`src/rtl/dis_pal_pattern_gen.sv`:
```
// dis_pal_pattern_gen
//   Avalon-ST Video test-pattern source for the PAL display path. Each frame
//   is one control packet (type 0xF: width, height, interlace nibbles)
//   followed by one video packet (type 0x0) of IM_WIDTH x IM_HEIGHT pixels.
// Ports:
//   clk, rst             stream clock, synchronous active-high reset
//   enable               level; a new frame starts only while high
//   mode                 0 flat, 1 ramp, 2 vertical bars, 3 checkerboard
//   flat_value           mode-0 pixel value
//   dout_*               Avalon-ST source (ready latency 0), all registered
//   frame_done           one-cycle pulse after the last video beat transfers
module dis_pal_pattern_gen #(
  parameter int          DATA_WIDTH    = 10,
  parameter logic [15:0] IM_WIDTH      = 16'd720,
  parameter logic [15:0] IM_HEIGHT     = 16'd576,
  parameter logic [3:0]  IM_INTERLACED = 4'h0,
  parameter logic [9:0]  BAR_WIDTH     = 10'd90,
  parameter logic [3:0]  RAMP_STEP     = 4'd1,
  parameter logic [15:0] FRAME_GAP     = 16'd0
) (
  input  logic                  clk,
  input  logic                  rst,
  input  logic                  enable,
  input  logic [1:0]            mode,
  input  logic [DATA_WIDTH-1:0] flat_value,
  output logic [DATA_WIDTH-1:0] dout_data,
  output logic                  dout_valid,
  input  logic                  dout_ready,
  output logic                  dout_startofpacket,
  output logic                  dout_endofpacket,
  output logic                  frame_done
);

  typedef enum logic [2:0] {
    S_IDLE, S_CTRL_HDR, S_CTRL_BODY, S_VID_HDR, S_VID_DATA, S_GAP
  } state_t;

  // State names the beat currently held in the output register.
  state_t                r_state, w_state_nxt;
  logic [1:0]            r_mode, w_mode_nxt;
  logic [DATA_WIDTH-1:0] r_flat, w_flat_nxt;
  logic [3:0]            r_nib, w_nib_nxt;
  logic [15:0]           r_x, w_x_nxt;
  logic [15:0]           r_y, w_y_nxt;
  logic [9:0]            r_bar_cnt, w_bar_cnt_nxt;
  logic [2:0]            r_bar_idx, w_bar_idx_nxt;
  logic [15:0]           r_gap, w_gap_nxt;
  logic [DATA_WIDTH-1:0] r_data, w_data_nxt;
  logic                  r_valid, w_valid_nxt;
  logic                  r_sop, w_sop_nxt;
  logic                  r_eop, w_eop_nxt;
  logic                  r_done, w_done_nxt;
  logic                  w_xfer;
  logic                  w_last;

  function automatic logic [3:0] f_ctrl_nib(input logic [3:0] n);
    case (n)
      4'd0:    f_ctrl_nib = IM_WIDTH[15:12];
      4'd1:    f_ctrl_nib = IM_WIDTH[11:8];
      4'd2:    f_ctrl_nib = IM_WIDTH[7:4];
      4'd3:    f_ctrl_nib = IM_WIDTH[3:0];
      4'd4:    f_ctrl_nib = IM_HEIGHT[15:12];
      4'd5:    f_ctrl_nib = IM_HEIGHT[11:8];
      4'd6:    f_ctrl_nib = IM_HEIGHT[7:4];
      4'd7:    f_ctrl_nib = IM_HEIGHT[3:0];
      4'd8:    f_ctrl_nib = IM_INTERLACED;
      default: f_ctrl_nib = 4'h0;
    endcase
  endfunction

  function automatic logic [DATA_WIDTH-1:0] f_pixel(
    input logic [1:0]            m,
    input logic [DATA_WIDTH-1:0] flat,
    input logic [15:0]           x,
    input logic                  y6,
    input logic [2:0]            bidx
  );
    case (m)
      2'd0:    f_pixel = flat;
      2'd1:    f_pixel = DATA_WIDTH'(x) * DATA_WIDTH'(RAMP_STEP);
      2'd2:    f_pixel = DATA_WIDTH'(bidx) << (DATA_WIDTH - 3);
      default: f_pixel = (x[6] ^ y6) ? '1 : '0;
    endcase
  endfunction

  assign w_xfer = r_valid & dout_ready;
  assign w_last = (r_x == IM_WIDTH - 16'd1) && (r_y == IM_HEIGHT - 16'd1);

  // Next beat is prepared when the held beat transfers (or none is held),
  // so the output register only changes after a handshake.
  always_comb begin
    w_state_nxt   = r_state;
    w_mode_nxt    = r_mode;
    w_flat_nxt    = r_flat;
    w_nib_nxt     = r_nib;
    w_x_nxt       = r_x;
    w_y_nxt       = r_y;
    w_bar_cnt_nxt = r_bar_cnt;
    w_bar_idx_nxt = r_bar_idx;
    w_gap_nxt     = r_gap;
    w_data_nxt    = r_data;
    w_valid_nxt   = r_valid;
    w_sop_nxt     = r_sop;
    w_eop_nxt     = r_eop;
    w_done_nxt    = 1'b0;
    case (r_state)
      S_IDLE: begin
        if (enable) begin
          w_mode_nxt  = mode;
          w_flat_nxt  = flat_value;
          w_data_nxt  = DATA_WIDTH'(4'hF);
          w_valid_nxt = 1'b1;
          w_sop_nxt   = 1'b1;
          w_eop_nxt   = 1'b0;
          w_state_nxt = S_CTRL_HDR;
        end
      end
      S_CTRL_HDR: begin
        if (w_xfer) begin
          w_nib_nxt   = 4'd0;
          w_data_nxt  = DATA_WIDTH'(f_ctrl_nib(4'd0));
          w_sop_nxt   = 1'b0;
          w_eop_nxt   = 1'b0;
          w_state_nxt = S_CTRL_BODY;
        end
      end
      S_CTRL_BODY: begin
        if (w_xfer) begin
          if (r_nib == 4'd8) begin
            w_data_nxt  = '0;
            w_sop_nxt   = 1'b1;
            w_eop_nxt   = 1'b0;
            w_state_nxt = S_VID_HDR;
          end else begin
            w_nib_nxt  = r_nib + 4'd1;
            w_data_nxt = DATA_WIDTH'(f_ctrl_nib(r_nib + 4'd1));
            w_eop_nxt  = (r_nib == 4'd7);
          end
        end
      end
      S_VID_HDR: begin
        if (w_xfer) begin
          w_x_nxt       = '0;
          w_y_nxt       = '0;
          w_bar_cnt_nxt = '0;
          w_bar_idx_nxt = '0;
          w_data_nxt    = f_pixel(r_mode, r_flat, 16'd0, 1'b0, 3'd0);
          w_sop_nxt     = 1'b0;
          w_eop_nxt     = (IM_WIDTH == 16'd1) && (IM_HEIGHT == 16'd1);
          w_state_nxt   = S_VID_DATA;
        end
      end
      S_VID_DATA: begin
        if (w_xfer) begin
          if (w_last) begin
            w_valid_nxt = 1'b0;
            w_data_nxt  = '0;
            w_eop_nxt   = 1'b0;
            w_done_nxt  = 1'b1;
            w_gap_nxt   = FRAME_GAP - 16'd1;
            w_state_nxt = (FRAME_GAP == 16'd0) ? S_IDLE : S_GAP;
          end else begin
            if (r_x == IM_WIDTH - 16'd1) begin
              w_x_nxt       = '0;
              w_y_nxt       = r_y + 16'd1;
              w_bar_cnt_nxt = '0;
              w_bar_idx_nxt = '0;
            end else begin
              w_x_nxt = r_x + 16'd1;
              if (r_bar_cnt == BAR_WIDTH - 10'd1) begin
                w_bar_cnt_nxt = '0;
                w_bar_idx_nxt = r_bar_idx + 3'd1;
              end else begin
                w_bar_cnt_nxt = r_bar_cnt + 10'd1;
              end
            end
            w_data_nxt = f_pixel(r_mode, r_flat, w_x_nxt, w_y_nxt[6], w_bar_idx_nxt);
            w_eop_nxt  = (w_x_nxt == IM_WIDTH - 16'd1) && (w_y_nxt == IM_HEIGHT - 16'd1);
          end
        end
      end
      S_GAP: begin
        if (r_gap == 16'd0) w_state_nxt = S_IDLE;
        else                w_gap_nxt   = r_gap - 16'd1;
      end
      default: w_state_nxt = S_IDLE;
    endcase
  end

  always_ff @(posedge clk) begin
    if (rst) begin
      r_state   <= S_IDLE;
      r_mode    <= '0;
      r_flat    <= '0;
      r_nib     <= '0;
      r_x       <= '0;
      r_y       <= '0;
      r_bar_cnt <= '0;
      r_bar_idx <= '0;
      r_gap     <= '0;
      r_data    <= '0;
      r_valid   <= 1'b0;
      r_sop     <= 1'b0;
      r_eop     <= 1'b0;
      r_done    <= 1'b0;
    end else begin
      r_state   <= w_state_nxt;
      r_mode    <= w_mode_nxt;
      r_flat    <= w_flat_nxt;
      r_nib     <= w_nib_nxt;
      r_x       <= w_x_nxt;
      r_y       <= w_y_nxt;
      r_bar_cnt <= w_bar_cnt_nxt;
      r_bar_idx <= w_bar_idx_nxt;
      r_gap     <= w_gap_nxt;
      r_data    <= w_data_nxt;
      r_valid   <= w_valid_nxt;
      r_sop     <= w_sop_nxt;
      r_eop     <= w_eop_nxt;
      r_done    <= w_done_nxt;
    end
  end

  assign dout_data          = r_data;
  assign dout_valid         = r_valid;
  assign dout_startofpacket = r_sop;
  assign dout_endofpacket   = r_eop;
  assign frame_done         = r_done;

endmodule

```
`config.mk`:
```
export PLATFORM = sky130hd
export DESIGN_NAME = dis_pal_pattern_gen
export DESIGN_NICKNAME = d
export VERILOG_FILES = /design/src/rtl/dis_pal_pattern_gen.sv
export SDC_FILE = /design/constraint.sdc
export NUM_CORES = 1
export LEC_CHECK = 0
export CAP_MARGIN = 40
export CORE_MARGIN = 1.5
export CORE_UTILIZATION = 50
export DETAILED_ROUTE_END_ITERATION = 10
export GPL_TIMING_DRIVEN = 0
export PLACE_DENSITY_LB_ADDON = 0.12
export SYNTH_ARGS = -nofsm -noshare
export SYNTH_HDL_FRONTEND = slang
export SYNTH_SLANG_ARGS = --single-unit
```
`constraint.sdc`:
```
create_clock -name clk -period 3 [get_ports clk]
set_clock_uncertainty 0.15 [all_clocks]
set_input_delay 0.6 -clock clk [delete_from_list [all_inputs] [get_ports clk]]
set_output_delay 0.6 -clock clk [all_outputs]
set_load 0.05 [all_outputs]
```
==> results.tsv <==
stage	metric	value	unit
run_status	status	complete, no violations	
clocking	cts_tree	built	
detailed_routing	routed_wl	16500	µm
yosys	synth_area	5411	µm²
cells_and_area	drive_gt1_share	8.424	%
yosys	ys_seq_area_share	34.77	%
place	dp_hpwl	11740	µm
timing	setup_viol	0	
yosys	synth_common_cells	dfxtp_1 (94), nand2_1 (73), a21oi_1 (68)	
cells_and_area	num_antenna_cells	0	
yosys	ys_types	72	
critical_path	crit_chain	ha_2 -> and3_2 -> nand4_2 -> buf_2 -> or4_1 -> and3_1 -> nor4_2 -> a31o_1	
critical_path	cp-start-kind	flip-flop	
clocking	cts-root-buf	clkbuf_8	
place	postPlaceCellArea	5872	µm²
critical_path	crit_path_max_incr_delay	0.49	ns
clocking	htree_levels	3	
die	rows	37	
yosys	synthFlopType	dfxtp_1	
global_routing	use_met2	46.54	%
pwr	power	3033	µW
timing	hold_violations	0	
global_routing	overflow	0	
clocking	numCtsBuffers	9	
global_routing	grt_pass1_vias	4909	
timing	post-route-min-period	2.874	ns
worst_hold_path	hold_class	flip-flop to flip-flop	
yosys	synth-seq-cells	94	
cells_and_area	multi_input_area	3308	µm²
place	port_buffers	29	
yosys	synth_async_sr_flop_share	0	%
yosys	syn_avg_cell_area	7.843	µm²
timing	post-route-period-util	95.80	%
timing	tightest_slew	0.7986	ns
yosys	yosysMostFrequentCell	dfxtp_1	
clocking	hold_buffers	0	
critical_path	crit_arrival	3.05	ns
clocking	clk_pin_slew	0.10	ns
pwr	p_per_area	491.1	nW/µm²
die	die_w	107.0	µm
timing	grt_setup_unrepaired	true	
cells_and_area	fillers	983	
critical_path	worstSetupPathType	flip-flop to flip-flop	
cells_and_area	syn_to_final_growth	14.13	%
global_routing	antenna_found_initial	0	
detailed_routing	dr.pass1.iters	5	
pwr	leakage	0.002044	µW
global_routing	grt_use_met1	40.00	%
global_routing	track_usage	29.44	%
yosys	yosysWarningCount	0	
global_routing	met3_usage	4.134	%
job	drv_cap	0	
die	initial_core_util	51.95	%
detailed_routing	wire_per_inst	18.93	µm
critical_path	cp_max_fo	10	
global_routing	grt_max_degree	17	
timing	slew_viol_final	0	
timing	slew_headroom	46.76	%
yosys	synth_top_area_share	34.77	%
critical_path	slowest_stage	or4_1	
clocking	cts_buffer_depth	2	
detailed_routing	final_antenna_net_count	0	
detailed_routing	via_per_inst	6.326	
die	fp.dieArea	11460	µm²
clocking	insertion_delay	0.39	ns
detailed_routing	drc	0	
cells_and_area	final_cell_area	6176	µm²
die	die_h	107.0	µm
critical_path	crit_required	3.18	ns
yosys	synth_area_leader_cell	dfxtp_1	
detailed_routing	vias	5516	
cells_and_area	fin_nets	758	
cells_and_area	register_area	1884	µm²
global_routing	grt_pass1_wl	26050	µm
yosys	synth.area.top_cells	dfxtp_1 (35%), a21oi_1 (6.3%), nand2_1 (5.1%), nor2_1 (4.5%), xnor2_1 (4.2%)	
yosys	syn-instance-count	690	
clocking	cts.sinks	94	
place	gp_congestion	0.9383	
global_routing	busiest_layer	met2	
timing	clock.fmax	347.9	MHz
die	core	10420	µm²
yosys	syn_nets	716	
pwr	peakVddDrop	0.5433	mV
yosys	synth-edff-count	0	
critical_path	endpoint_kind	flip-flop	
detailed_routing	drtIter0Drc	431	
die	ios	30	
final timing paths:
path	start	endpoint	slack, ns	cells after the start
min	r_flat[2]$_SDFFE_PP0P_	r_flat[2]$_SDFFE_PP0P_	0.32	2
min reg2reg	r_flat[2]$_SDFFE_PP0P_	r_flat[2]$_SDFFE_PP0P_	0.32	2
max	r_x[0]$_SDFFE_PP0P_	dout_endofpacket$_SDFFE_PP0P_	0.13	8
max reg2reg	r_x[0]$_SDFFE_PP0P_	dout_endofpacket$_SDFFE_PP0P_	0.13	8
registers in the layout (all words and copies together) (netlist names):
| signal | cells |
|---|---|
| r_gap | 16 |
| r_flat | 10 |
| r_state | 3 |
| r_bar_idx | 3 |
| dout_endofpacket | 1 |
| r_bar_cnt | 10 |
| r_x | 16 |
| dout_valid | 1 |
| r_mode | 2 |
| dout_data | 10 |
| dout_startofpacket | 1 |
| frame_done | 1 |
| r_nib | 4 |
| r_y | 16 |
timing repair:
item                                   CTS  global route
pin swaps                                1             1
resized for setup                        3            13
cloned                                   0             0
buffers inserted                         3             1
setup endpoints to repair               58            47
endpoints found under the hold margin    0             0
worst max-delay path, delay by kind of cell, from the launching register on:
family	cells	cell delay, ns
simple gates	5	1.42
buf+inv	1	0.25
compound gates	1	0.23
fa+ha+maj	1	0.28
flops	1	0.45
cell usage in the layout (no fill, tap or decap), types with 13 or more instances in the layout:
cell type         n
nand2_1          72
a21oi_1          68
nand3_1          35
xnor2_1          26
a31oi_1          15
xor2_1           13
nor2_1           64
clkdlybuf4s50_1  29
nor3_1           26
o21ai_0          27
or3_1            19
nand4_1          14
inv_1            15
clkbuf_1         25
dfxtp_1          92
per-layer routing:
layer | up-vias | part of all wire (%) | wire length [µm]
met5 | - | 0 | 0
met4 | 0 | 2.4 | 388
met3 | 35 | 7.1 | 1169
met2 | 227 | 47 | 7680
met1 | 2647 | 44 | 7265
li1 | 2607 | - | -
layout make-up:
class | instances | share of cell area (%)
inverters | 15 | 0.9117
flip-flops and latches | 94 | 30.51
well taps | 136 | 2.755
multi-input cells | 534 | 53.57
repair buffers | 33 | 5.186
plain buffers | 45 | 3.545
clock buffers | 9 | 2.006
clock inverters | 6 | 1.519
through the flow:
| step | std cells | util, % | setup TNS, ns | hold slack (ns) | setup WS [ns] |
|---|---|---|---|---|---|
| detailed placement | 855 | 56.37 | -6.843 | 0.3043 | -0.4389 |
| finish | 872 | 59.29 | 0 | 0.3160 | 0.1260 |
| floorplan | 690 | - | 0 | 0.2864 | 0.4006 |
| global route | 872 | 59.29 | -0.07107 | 0.3406 | -0.05972 |
| global placement | 855 | 56.37 | -5.975 | 0.3016 | -0.4608 |
| CTS | 871 | 58.70 | 0 | 0.3173 | 0.001589 |
where the power goes:
part / total [µW] / switching, µW / internal, µW
clock network: 975 / 502 / 472
logic: 684 / 441 / 243
registers: 1370 / 58.2 / 1320
cells by family (layout without fill, tap and decap cells):
| group | Yosys count | in the layout | share of synthesized area, % |
|---|---|---|---|
| flip-flops | 94 | 94 | 34.77 |
| buffers and inverters | 62 | 108 | 5.179 |
| AND/OR/NAND/NOR | 309 | 309 | 30.13 |
| XOR/XNOR | 39 | 39 | 6.312 |
| AO/OA/AOI/OAI | 172 | 172 | 20.56 |
| multiplexers | 4 | 4 | 0.7399 |
| adder cells (fa/ha/maj) | 10 | 10 | 2.312 |
Note: power is estimated with default switching activity, not from simulation.
